<file path="src/rtl/pwm_gen.sv">
// Duty-cycle PWM generator stepped by the rising edges of a divided clock.
// Duty updates are double-buffered so they only take effect at period boundaries.
module pwm_gen #(
    parameter int PERIOD = 16,
    parameter int CNT_W  = 8
) (
    input  logic             clk,
    input  logic             rst_n,
    input  logic             tick_in,
    input  logic             en,
    input  logic [CNT_W-1:0] duty_data,
    input  logic             duty_valid,
    output logic             duty_ready,
    output logic             pwm_out,
    output logic             period_end
);

    localparam logic [CNT_W-1:0] LP_PERIOD = CNT_W'(PERIOD);
    localparam logic [CNT_W-1:0] LP_LAST   = CNT_W'(PERIOD - 1);

    logic             r_tick_q;
    logic [CNT_W-1:0] r_cnt;
    logic [CNT_W-1:0] r_duty_act;
    logic [CNT_W-1:0] r_shadow;
    logic             r_pend;
    logic             r_ready;
    logic             r_pwm;
    logic             r_period_end;

    logic             w_step;
    logic             w_wrap;
    logic             w_xfer;
    logic [CNT_W-1:0] w_clamped;
    logic [CNT_W-1:0] w_cnt_nxt;
    logic [CNT_W-1:0] w_duty_nxt;
    logic [CNT_W-1:0] w_shadow_nxt;
    logic             w_pend_nxt;
    logic             w_pwm_nxt;
    logic             w_period_end_nxt;

    assign w_step    = tick_in & ~r_tick_q;
    assign w_wrap    = en & w_step & (r_cnt == LP_LAST);
    assign w_xfer    = duty_valid & r_ready;
    assign w_clamped = (duty_data > LP_PERIOD) ? LP_PERIOD : duty_data;

    // A transfer is only possible with nothing pending, so it never collides
    // with a pending value being promoted; the new value always lands in shadow.
    always_comb begin
        w_cnt_nxt        = r_cnt;
        w_duty_nxt       = r_duty_act;
        w_shadow_nxt     = r_shadow;
        w_pend_nxt       = r_pend;
        w_pwm_nxt        = 1'b0;
        w_period_end_nxt = 1'b0;

        if (en) begin
            if (w_step) begin
                w_cnt_nxt = w_wrap ? '0 : r_cnt + 1'b1;
            end
            if (w_wrap && r_pend) begin
                w_duty_nxt = r_shadow;
                w_pend_nxt = 1'b0;
            end
        end else begin
            w_cnt_nxt = '0;
            if (r_pend) begin
                w_duty_nxt = r_shadow;
                w_pend_nxt = 1'b0;
            end
        end

        if (w_xfer) begin
            w_shadow_nxt = w_clamped;
            w_pend_nxt   = 1'b1;
        end

        w_pwm_nxt        = en & (w_cnt_nxt < w_duty_nxt);
        w_period_end_nxt = w_wrap;
    end

    // tick_q resets high so a tick already high at release is not a step.
    always_ff @(posedge clk) begin
        if (!rst_n) begin
            r_tick_q     <= 1'b1;
            r_cnt        <= '0;
            r_duty_act   <= '0;
            r_shadow     <= '0;
            r_pend       <= 1'b0;
            r_ready      <= 1'b0;
            r_pwm        <= 1'b0;
            r_period_end <= 1'b0;
        end else begin
            r_tick_q     <= tick_in;
            r_cnt        <= w_cnt_nxt;
            r_duty_act   <= w_duty_nxt;
            r_shadow     <= w_shadow_nxt;
            r_pend       <= w_pend_nxt;
            r_ready      <= ~w_pend_nxt;
            r_pwm        <= w_pwm_nxt;
            r_period_end <= w_period_end_nxt;
        end
    end

    assign duty_ready = r_ready;
    assign pwm_out    = r_pwm;
    assign period_end = r_period_end;

endmodule
</file>
<file path="config.mk">
export PLATFORM = sky130hd
export DESIGN_NAME = pwm_gen
export DESIGN_NICKNAME = d
export VERILOG_FILES = /design/src/rtl/pwm_gen.sv
export SDC_FILE = /design/constraint.sdc
export NUM_CORES = 1
export LEC_CHECK = 0
export ABC_AREA = 1
export ABC_CLOCK_PERIOD_IN_PS = 2400
export BUFFER_PORTS_ARGS = -buffer_cell sky130_fd_sc_hd__buf_2
export CAP_MARGIN = 20
export CORE_UTILIZATION = 45
export CTS_CLUSTER_SIZE = 24
export DETAILED_ROUTE_END_ITERATION = 10
export HOLD_SLACK_MARGIN = 0.1
export PLACE_DENSITY = 0.65
export SETUP_SLACK_MARGIN = 0.2
export SLEW_MARGIN = 20
export SYNTH_ARGS = -nofsm -noshare
export SYNTH_HDL_FRONTEND = slang
export SYNTH_SLANG_ARGS = --single-unit
</file>
<file path="constraint.sdc">
create_clock -name clk -period 2.4 [get_ports clk]
set_input_delay 0 -clock clk [delete_from_list [all_inputs] [get_ports clk]]
set_output_delay 0 -clock clk [all_outputs]
set_load 0.03 [all_outputs]
</file>
==> results.md <==
- Min Tclk post-route: about 2.1 ns
- Row cnt: 20
- CTS max path bufs: 2
- Global-route wire length before repair: slightly below 6000 µm
- Post-route DRC: 0
- Total congestion overflow: 0
- Mapped Cells: 207
- CP Class: register to register
- Vias: between 1,000 and 1,500
- Compound-cell area share of the yosys netlist: between 10 and 15%
- DIE AREA: around 0.0036 mm²
- Clk root buf: clkbuf_4
- Synth Area in Adders: under 10%
- Cell Pwr Density: approximately 540 mW/mm²
- # fillers: about 280
- CP Max Fanout: 3
- Synthesized Nets: between 200 and 250
- Most frequent cells in the layout: 36 x nand2_1, 25 x inv_1, 25 x dfxtp_1, 24 x nor2_1, 15 x buf_2
- Clock H-tree levels: 2
- Slew @ Worst Pin: around 0.8 ns
- Crit path launch type: register
- I/O pins: 16
- Height of the die: approximately 60 µm
- Outcome: finished clean
- Hold WS: about 0.13 ns
- Fin cells: about 300
- Leading cell type in the layout, fill and taps excluded: nand2_1
- Number of port buffers: 15
- Nets@finish: between 200 and 300
- Nature of the critical path endpoint: register
- Clk pin slew, worst setup/hold paths: around 0.090 ns
- DPL Wire Length: 2367 µm
- Mux share of post-synthesis cell area: 0%
- Largest net degree at the start of global routing: 25
- Layout overhead on the synthesized area: 31.17%
- Antenna-violating nets left: 0
- Final Cell Area: between 0.0015 and 0.002 mm²
- Hold Path Class: input pin to register
- DR iter-0 viols: 64
- Most used DFF post-synth: dfxtp_1
- Leak Pwr: between 0.8 and 0.9 nW
- Max-cap violations: 0
- Gpl congestion: around 0.8
- WL final: 3604 µm
- Largest family of logic cells by synthesized area: simple AND/OR/NAND/NOR gates
- Layout cells sized above 1: between 20% and 30%
- Sequential fraction of the synthesis area: about two fifths
- Routed WL per cell: between 10 and 15 µm
- CTS tree: done
- Die Wd: ~60 µm
- Number of library cell types mapped by synthesis: 32
- DP Cell Count: ~260
- Multi-input gate area: about 900 µm²
- Critical Path RT: 2.67 ns
- FF+latch area: 590.6 µm²
- CTS sink count: 29
- Drt first pass iters: 4
- Area after DPL: roughly 0.0017 mm²
- Clk_skew: 0.009295 ns
- Global-route usage over all layers: between 20% and 30%
- Final setup TNS: 0 ns
- Syn. warnings: 0
- Tot Pwr: about 0.0011 W
- Worst Path Arrival: roughly 2.4 ns
- Number of flops mapped to enable cells by yosys: 0
- Vias in the first global route: about 1,400
- Initial Util: between 40% and 50%
- #FFs+latches synth: 29
- Unrepaired setup endpoints after global routing: yes
- Final slew viol count: 0
- Avg Inst Size Synth: roughly 7.4 µm²
- Synth Area in XOR/XNOR: 2.878%
- Final hold vios: 0
- Async SR Flop Fraction: 0%
- CTS buffer count: 5
- Max IR drop VDD: ~310 µV
- Vias/cell: 5.003
- Skew-Pair Late Insertion Delay: approximately 0.33 ns
- Post-Synth Simple-Gate Area: between 20% and 30%
- Fmax: roughly 470 MHz
- Antenna violations before repair: 0
- Count of final setup violators: 0
- Core area: 0.003128 mm²
- Ant diodes: 0
- Post-Syn Area: approximately 0.0015 mm²
- Slew HR: a little under half
- Period utilisation layout: just under 90%
routing by layer:
layer	vias up	routed length, µm	global-route usage (%)
li1	761	-	-
met4	0	65	10.96
met2	36	1756	38.93
met3	8	130	3.896
met5	-	0	0
met1	656	1652	26.68
stage by stage:
step / utilization [%] / worst slack, ns
floorplan: - / 0.2036
detailed placement: 52.76 / -0.01999
finish: 63.80 / 0.2536
CTS: 61.60 / 0.2054
global placement: 52.76 / 0.1365
global route: 63.80 / 0.09657
cells in the mapped netlist (2+ instances only):
cell type   n  share of area (%)
nand2_1    37                9.1
o21ai_1     2               0.66
xor2_1      4                2.3
inv_1      25                6.2
dfxtp_1    29                 38
or2_2       3                1.2
nor4_1      3                1.2
o21ai_0    12                3.9
nor2_1     26                6.4
ha_1        8                6.6
nand3_1     5                1.6
nor3_1     11                3.6
or2_0       2               0.82
a31oi_1     7                2.9
clkbuf_1    3               0.74
a21oi_1    14                4.6
critical path: stages, from the launching register on:
cell and delay (ns):
dfxtp_4 0.38, ha_4 0.15, nand3_4 0.10, nor2_8 0.14
nand2_4 0.06, o21ai_1 0.12, a21oi_1 0.05, a31oi_1 0.20
ha_1 0.32, buf_4 0.15, nand2_1 0.08, inv_1 0.06
nand2_1 0.07, nand3_1 0.11, a21oi_2 0.12
flip-flops by register name, summed over array words and instances, names as in the netlist:
name	cells
r_shadow	8
period_end	1
duty_ready	1
r_pend	1
pwm_out	1
r_tick_q	1
r_duty_act	8
r_cnt	8
path summary, 6_finish.rpt:
kind | startpoint | end | slack (ns) | cells past startpoint
worst max-delay path | r_cnt[0] | pwm_out | 0.25 | 14
worst min-delay path | en | r_cnt[0] | 0.13 | 4
worst max register to register | r_cnt[0] | pwm_out | 0.25 | 14
worst min register to register | r_shadow[5] | r_shadow[5] | 0.45 | 2
cells by family after synthesis:
family | count (synthesis)
AO/OA/AOI/OAI | 39
XOR/XNOR | 5
adder cells (fa/ha/maj) | 8
buffers and inverters | 32
flip-flops | 29
AND/OR/NAND/NOR | 94
power breakdown:
part / switching, W / internal (W) / total (W)
Clock: 0.000170 / 0.000249 / 0.000419
Sequential: 0.00000864 / 0.000496 / 0.000505
Combinational: 0.0000897 / 0.0000638 / 0.000154
layout make-up:
cell class              instances  share of cell area, %
clock inverters                 1                  1.505
clock buffers                   7                  2.759
multi-input cells             146                  43.95
inverters                      26                  4.890
well taps                      44                  2.759
repair buffers                 39                  14.55
flip-flops and latches         29                  29.59
timing repair:
| action | CTS | global route |
|---|---|---|
| hold endpoints to repair | 8 | 0 |
| pin swaps | 4 | 7 |
| setup buffers | 2 | 4 |
| endpoints found under the setup margin | 1 | 5 |
| hold buffers | 14 | 0 |
| resized for setup | 10 | 12 |
No activity file was read; power rests on OpenSTA's default activity.
